### config.mk
export PLATFORM = sky130hd
export DESIGN_NAME = mantissa_align_adder
export DESIGN_NICKNAME = d
export VERILOG_FILES = /design/src/rtl/mantissa_align_adder.sv
export SDC_FILE = /design/constraint.sdc
export NUM_CORES = 1
export LEC_CHECK = 0
export CAP_MARGIN = 25
export CORE_MARGIN = 3
export CORE_UTILIZATION = 51
export DETAILED_ROUTE_END_ITERATION = 10
export PLACE_DENSITY = 0.76
export RECOVER_POWER = 25
export SYNTH_ARGS = -nofsm -noshare
export SYNTH_HDL_FRONTEND = slang
export SYNTH_SLANG_ARGS = --single-unit
### constraint.sdc
create_clock -name Clk -period 17.8 [get_ports Clk]
set_input_delay 3.56 -clock Clk [delete_from_list [all_inputs] [get_ports Clk]]
set_output_delay 3.56 -clock Clk [all_outputs]
set_load 0.01 [all_outputs]
### src/rtl/mantissa_align_adder.sv
// mantissa_align_adder
// Second stage of the single-precision floating-point adder. Orders the two
// unpacked operands by magnitude, aligns the smaller mantissa to the larger
// exponent, and performs the effective add or subtract. The raw sign, exponent,
// mantissa and carry are registered for the normalize/round stage.
//
// Build option: define MANT_ALIGN_STICKY_EN to jam any bits shifted out of the
// small mantissa into bit 0 of the aligned value (sticky). Without it the
// shifted-out bits are simply truncated.

module mantissa_align_adder (
    input  logic        Clk,
    input  logic        Reset,
    input  logic        S_A,
    input  logic        S_B,
    input  logic [7:0]  E_A,
    input  logic [7:0]  E_B,
    input  logic [23:0] M_A,
    input  logic [23:0] M_B,
    output logic        S_Result,
    output logic [7:0]  E_Result,
    output logic [23:0] M_Result,
    output logic        Carry
);

    logic        a_is_large;
    logic        s_large;
    logic [7:0]  e_large;
    logic [7:0]  e_small;
    logic [23:0] m_large;
    logic [23:0] m_small;
    logic [7:0]  shift_amt;
    logic [23:0] aligned_raw;
    logic [23:0] aligned;
    logic [24:0] sum_ext;
    logic [23:0] diff;
    logic        next_s;
    logic [7:0]  next_e;
    logic [23:0] next_m;
    logic        next_c;

`ifdef MANT_ALIGN_STICKY_EN
    logic [23:0] lost_mask;
    logic        lost_bits;
`endif

    // Pick the larger-magnitude operand; exponent decides first, then mantissa, A wins ties
    always_comb begin
        a_is_large = (E_A > E_B) || ((E_A == E_B) && (M_A >= M_B));
        if (a_is_large) begin
            s_large = S_A;
            e_large = E_A;
            e_small = E_B;
            m_large = M_A;
            m_small = M_B;
        end else begin
            s_large = S_B;
            e_large = E_B;
            e_small = E_A;
            m_large = M_B;
            m_small = M_A;
        end
    end

    // Shift the small mantissa right by the exponent difference, zero-filled
    always_comb begin
        shift_amt   = e_large - e_small;
        aligned_raw = 24'd0;
        if (shift_amt < 8'd24) begin
            aligned_raw = m_small >> shift_amt;
        end
    end

`ifdef MANT_ALIGN_STICKY_EN
    // Collapse every shifted-out bit into bit 0 so rounding later sees them
    always_comb begin
        lost_mask = 24'd0;
        lost_bits = 1'b0;
        if (shift_amt >= 8'd24) begin
            lost_bits = |m_small;
        end else begin
            lost_mask = (24'd1 << shift_amt) - 24'd1;
            lost_bits = |(m_small & lost_mask);
        end
        aligned = aligned_raw | {23'd0, lost_bits};
    end
`else
    // Plain truncation: shifted-out bits are discarded
    always_comb begin
        aligned = aligned_raw;
    end
`endif

    // Effective add or subtract; a zero difference is forced to positive zero
    always_comb begin
        sum_ext = {1'b0, m_large} + {1'b0, aligned};
        diff    = m_large - aligned;
        next_e  = e_large;
        if (S_A == S_B) begin
            next_s = S_A;
            next_m = sum_ext[23:0];
            next_c = sum_ext[24];
        end else begin
            next_m = diff;
            next_c = 1'b0;
            next_s = (diff == 24'd0) ? 1'b0 : s_large;
        end
    end

    // Output registers; reset has priority and discards any in-flight result
    always_ff @(posedge Clk) begin
        if (Reset) begin
            S_Result <= 1'b0;
            E_Result <= 8'h00;
            M_Result <= 24'h000000;
            Carry    <= 1'b0;
        end else begin
            S_Result <= next_s;
            E_Result <= next_e;
            M_Result <= next_m;
            Carry    <= next_c;
        end
    end

endmodule

# After elaboration in Yosys (flattened, before gate mapping)
# Cells that the tools add are included.
dict set report op_classes {
  bitwise 1
  reduce_logical 4
  muxes 9
  n_lt_le_gt_ge 3
  shift 1
  addsub 3
  eq_ne 2
}
# cell n
set ops {}
lappend ops {{24-bit two-way mux} 4}
lappend ops {{24-bit by 24-bit adder with 25-bit output} 1}
lappend ops {{24-bit >= comparator} 1}
lappend ops {{24-bit logical NOT} 1}
lappend ops {{24-bit by 8-bit right shift with 24-bit output} 1}
lappend ops {{24-bit subtractor} 1}
lappend ops {{8-bit two-way mux} 2}
lappend ops {{8-bit equality test} 1}
lappend ops {{8-bit greater-than comparator} 1}
lappend ops {{8-bit by 5-bit less-than comparator with 1-bit output, second input constant} 1}
lappend ops {{8-bit subtractor} 1}
lappend ops {{1-bit two-way mux} 3}
lappend ops {{2-bit OR reduction} 1}
lappend ops {{1-bit equality test} 1}
lappend ops {{1-bit logical AND} 1}
lappend ops {{1-bit logical OR} 1}
lappend ops {{1-bit inverter} 1}
dict set report totals {
  in_bits 68
  reg_bits 34
  out_inout_bits 34
}

# Logic depth before layout (Yosys ltp)
dict set report depth {
  ltp_word 11
  ltp_mapped 33
  mapped_depth_nobuf 29
}

# Least setup slack after synthesis
# Ideal clock, no wire load.
dict set report synth_path {
  path_kind {input-to-reg}
  startpoint {input port E_B[5]}
  endpoint {register S_Result}
  slack_ns 6.944
  setup_ns 0.120
  t_required_ns 17.680
  arrival_time_ns 10.736
  stages 32
  cell_sequence {inv_1 > ha_1 > clkbuf_1 > and3_1 > a21oi_1 > o21ai_0 > o21ai_0 > a21oi_2 > clkbuf_1 > mux2_2 > ha_1 > inv_1 > dlygate4sd3_1 > clkbuf_1 > mux2i_1 > mux2i_1 > nand2_1 > mux2_2 > nor2_1 > ha_1 > inv_1 > fa_1 > a211oi_1 > o21ai_0 > a41oi_1 > o2111ai_1 > a21oi_1 > o311ai_0 > a21o_1 > a21oi_1 > xnor2_1 > o31a_1}
}
dict set report synth_via {
  elab_chain_cells 11
  elab_cells_between_ends 17
}
# item line
set synth_lines {}
lappend synth_lines {{start: declaration} 17} ;# input logic [7:0] E_B,
lappend synth_lines {{parallel branches: the longest is 9 deep, another holds 24-bit subtractor} -}
lappend synth_lines {{1-bit two-way mux (*)} 106} ;# next_s = (diff == 24'd0) ? 1'b0 : s_large;
lappend synth_lines {{1-bit two-way mux (*)} 99} ;# if (S_A == S_B) begin
lappend synth_lines {{end signal: assignment} 118} ;# S_Result <= next_s;
lappend synth_lines {{end: declaration} 20} ;# output logic S_Result,
# Mark *: on every way between the ends.
# A chain may end at the register's enable or synchronous reset.

# Final worst setup path
dict set report layout_path {
  startpoint {input port E_A[0]}
  endpoint {register S_Result}
}
dict set report layout_via {
  elab_chain_cells 11
  elab_cells_between_ends 17
}
# item line
set layout_lines {}
lappend layout_lines {{start: declaration} 16} ;# input logic [7:0] E_A,
lappend layout_lines {{parallel branches: the longest is 9 deep, another holds 24-bit subtractor} -}
lappend layout_lines {{1-bit two-way mux (*)} 106}
lappend layout_lines {{1-bit two-way mux (*)} 99}
# Marked as above.

==> flow_metrics.py <==
metrics = {
    "critical_path": {
        "crit_type": "in -> reg",
        "critPathLaunchType": "primary input",
        "crit_path_end_kind": "flip-flop",
        "required_ps": 17980,
        "cp_max_fo": 22,
        "arrival_ps": 12000,
    },
    "job": {
        "cap_violations": 0,
    },
    "power_and_ir_drop": {
        "p_switching_uw": 282,
        "p_comb_frac": 0.701,
        "power.density_mw_per_mm2": 77.0,
        "seq_power_share": 0.152,
        "p_leak_uw": 0.00346,
        "switching_share": 0.458,
        "peakVddDrop_uv": 35.5,
        "internal_power_uw": 334,
        "power_frac_clock": 0.147,
    },
    "placement": {
        "placedCellCount": 1111,
        "dp_slack_ps": 5700,
        "port_buffers": 101,
        "place.gp.congestion": 0.943,
        "hpwl_um": 15500,
    },
    "sta": {
        "fin_crit_sh": 0.664,
        "rsz0062_at_grt": "no",
        "layout_min_cycle_time_ps": 11820,
        "setup-tns-final_ps": 0,
        "drv_slew": 0,
        "hold_viol_final": 0,
        "setup_viol": 0,
        "fin_ws_ps": 5980,
        "slew-limit-headroom": 0.372,
        "worst_pin_slew_ps": 936,
        "fmax_mhz": 84.6,
    },
    "clock_tree": {
        "cts_tree": "yes",
        "cts.sinks": 34,
        "cts-htree-levels": 2,
        "cts.path.max_buffers": 2,
        "cts_resized": 0,
        "cts_inserted_buffers": 5,
        "post_cts.repair.setup_buffers": 0,
        "hold_buffers": 0,
        "cts-root-buf": "clkbuf_16",
        "cts.reportedPaths.clkPinSlew_ps": 60,
    },
    "logic_synthesis": {
        "netlist_area_mm2": 0.00685,
        "synth_top_area_share": 0.146,
        "synth_largest_area_cell": "ha_1",
        "synth_most_common_cell": "nor2_1",
        "synthTopCellsByCount": "nor2_1 (86), nand2_1 (84), ha_1 (80)",
        "synth_edf_count": 0,
        "yosysWarnings": 0,
        "syn-num-nets": 1031,
        "synth_cells": 881,
        "synth_top_flop_cell": "dfxtp_1",
        "postSynthAreaPerCell_um2": 7.77,
        "yosysUniqueCellTypes": 83,
        "async_flop_share": 0,
        "yosys-top-cells-area": "ha_1 (15%), dfxtp_1 (9.9%), mux2i_1 (6.7%)",
        "ys_ff_latch": 34,
        "yosysSeqAreaShare": 0.0994,
    },
    "drt": {
        "drc": 0,
        "drtIter0Drc": 647,
        "firstDrtPassIters": 6,
        "ant_nets": 0,
        "wl_um": 19100,
        "wl_per_cell_um": 17.1,
        "via_count": 6798,
        "avgViaCountPerCell": 6.08,
    },
    "die": {
        "core-area_mm2": 0.0129,
        "die_area_mm2": 0.0149,
        "start_util": 0.532,
        "die_width_um": 122,
        "core.rowCount": 41,
        "ios": 102,
        "die_y_um": 122,
    },
    "layout": {
        "num_antenna_cells": 0,
        "drive_gt1_frac": 0.0665,
        "ff_latch_area_um2": 681,
        "synthToLayoutAreaGrowth_pct": 16.8,
        "fillers": 1123,
        "multi_input_area_mm2": 0.00565,
        "final_nets": 1096,
        "fin_cells": 1119,
        "final_util": 0.621,
    },
    "worst_hold_path": {
        "whs_path_depth": 3,
        "hp-class": "in -> reg",
    },
    "outcome": {
        "status": "completed",
    },
    "global_route": {
        "overflow": 0,
        "grt_util_all_layers": 0.256,
        "grt_max_degree": 64,
        "first_global_vias": 6171,
        "antenna_found_initial": 0,
        "grt_pass1_wl_um": 30700,
    },
}
==> flip-flops by register name, summed over array words and instances (netlist names) <==
signal and cells:
E_Result 8, S_Result 1, M_Result 24, Carry 1
==> layout by cell type, fill, tap and decap left out, types with 9 or more instances in the layout <==
cell / n
o21ai_0: 65
xor2_1: 10
or3_1: 12
dfxtp_1: 34
o21a_1: 10
nand3_1: 16
mux4_2: 19
ha_1: 80
or2_1: 9
xnor2_1: 32
mux2i_1: 46
a21oi_1: 46
nand2_1: 84
a31oi_1: 9
clkdlybuf4s50_1: 84
inv_1: 61
dlygate4sd3_1: 17
o21bai_1: 10
nor2_1: 86
a21o_1: 12
nand2b_1: 15
a211oi_1: 13
nor3_1: 25
nor2b_1: 12
==> stage by stage <==
step | area, um2 | hold WS (ps) | power, uW
floorplan | 6850 | 3700 | 412
global placement | 7840 | 4160 | 519
finish | 8000 | 3870 | 616
CTS | 8000 | 3860 | 617
detailed placement | 7840 | 4160 | 522
global route | 8000 | 3900 | 661
==> area by class of cell <==
type                       count  area share
clock inverter                 2     0.00156
sequential                    34      0.0851
inverter                      61      0.0286
clock buffer                   6      0.0174
timing repair buffer         109       0.134
multi-input combinational    735       0.706
tap                          172      0.0269
==> power groups by stage <==
stage          Clock (uW)  Combinational (uW)  Sequential, uW
2_1_floorplan           0                 309             104
3_3_place_gp            0                 423            95.9
3_5_place_dp            0                 426            95.8
4_1_cts              93.8                 429            94.3
5_1_grt              95.9                 471            94.7
6_report             90.7                 431            93.6
==> final timing paths <==
path / end / from / slack [ps]
setup / recovery: S_Result$_SDFF_PP0_ / E_A[0] / 5980
hold / removal: E_Result[0]$_SDFF_PP0_ / E_A[0] / 3870
==> logic make-up (layout without fill, tap and decap cells) <==
group                      Yosys count  count (layout)  share of synthesized area
AOI/OAI and AO/OA                  232             232                      0.229
xor gates and xnor gates            44              44                     0.0574
adders and majority gates           82              82                      0.152
buffers and inverters              112             178                     0.0780
DFF                                 34              34                     0.0994
muxes                               82              82                      0.177
and+or+nand+nor                    295             295                      0.207
==> worst max-delay path: stages <==
cell	delay, ps
clkdlybuf4s50_1	490
inv_1	70
ha_1	870
nand4b_1	180
or4b_4	570
o21ba_2	290
a21oi_4	70
mux2_2	300
ha_1	470
inv_1	720
mux4_2	440
mux2i_1	230
mux2i_1	100
mux2_2	280
nor2_1	160
ha_1	200
inv_1	50
fa_1	420
a211oi_1	410
o21ai_0	210
a41oi_1	410
o2111ai_1	240
a21oi_1	240
o311ai_0	210
a21o_1	210
a21oi_1	160
xnor2_1	110
o31a_1	300
==> routing by layer <==
layer | vias up | GRT usage | share of wire
li1 | 3325 | - | -
met1 | 3182 | 0.376 | 0.47
met2 | 264 | 0.386 | 0.44
met3 | 27 | 0.0330 | 0.063
met4 | 0 | 0.0861 | 0.027
met5 | - | 0 | 0
No activity file was read; power rests on OpenSTA's default activity.
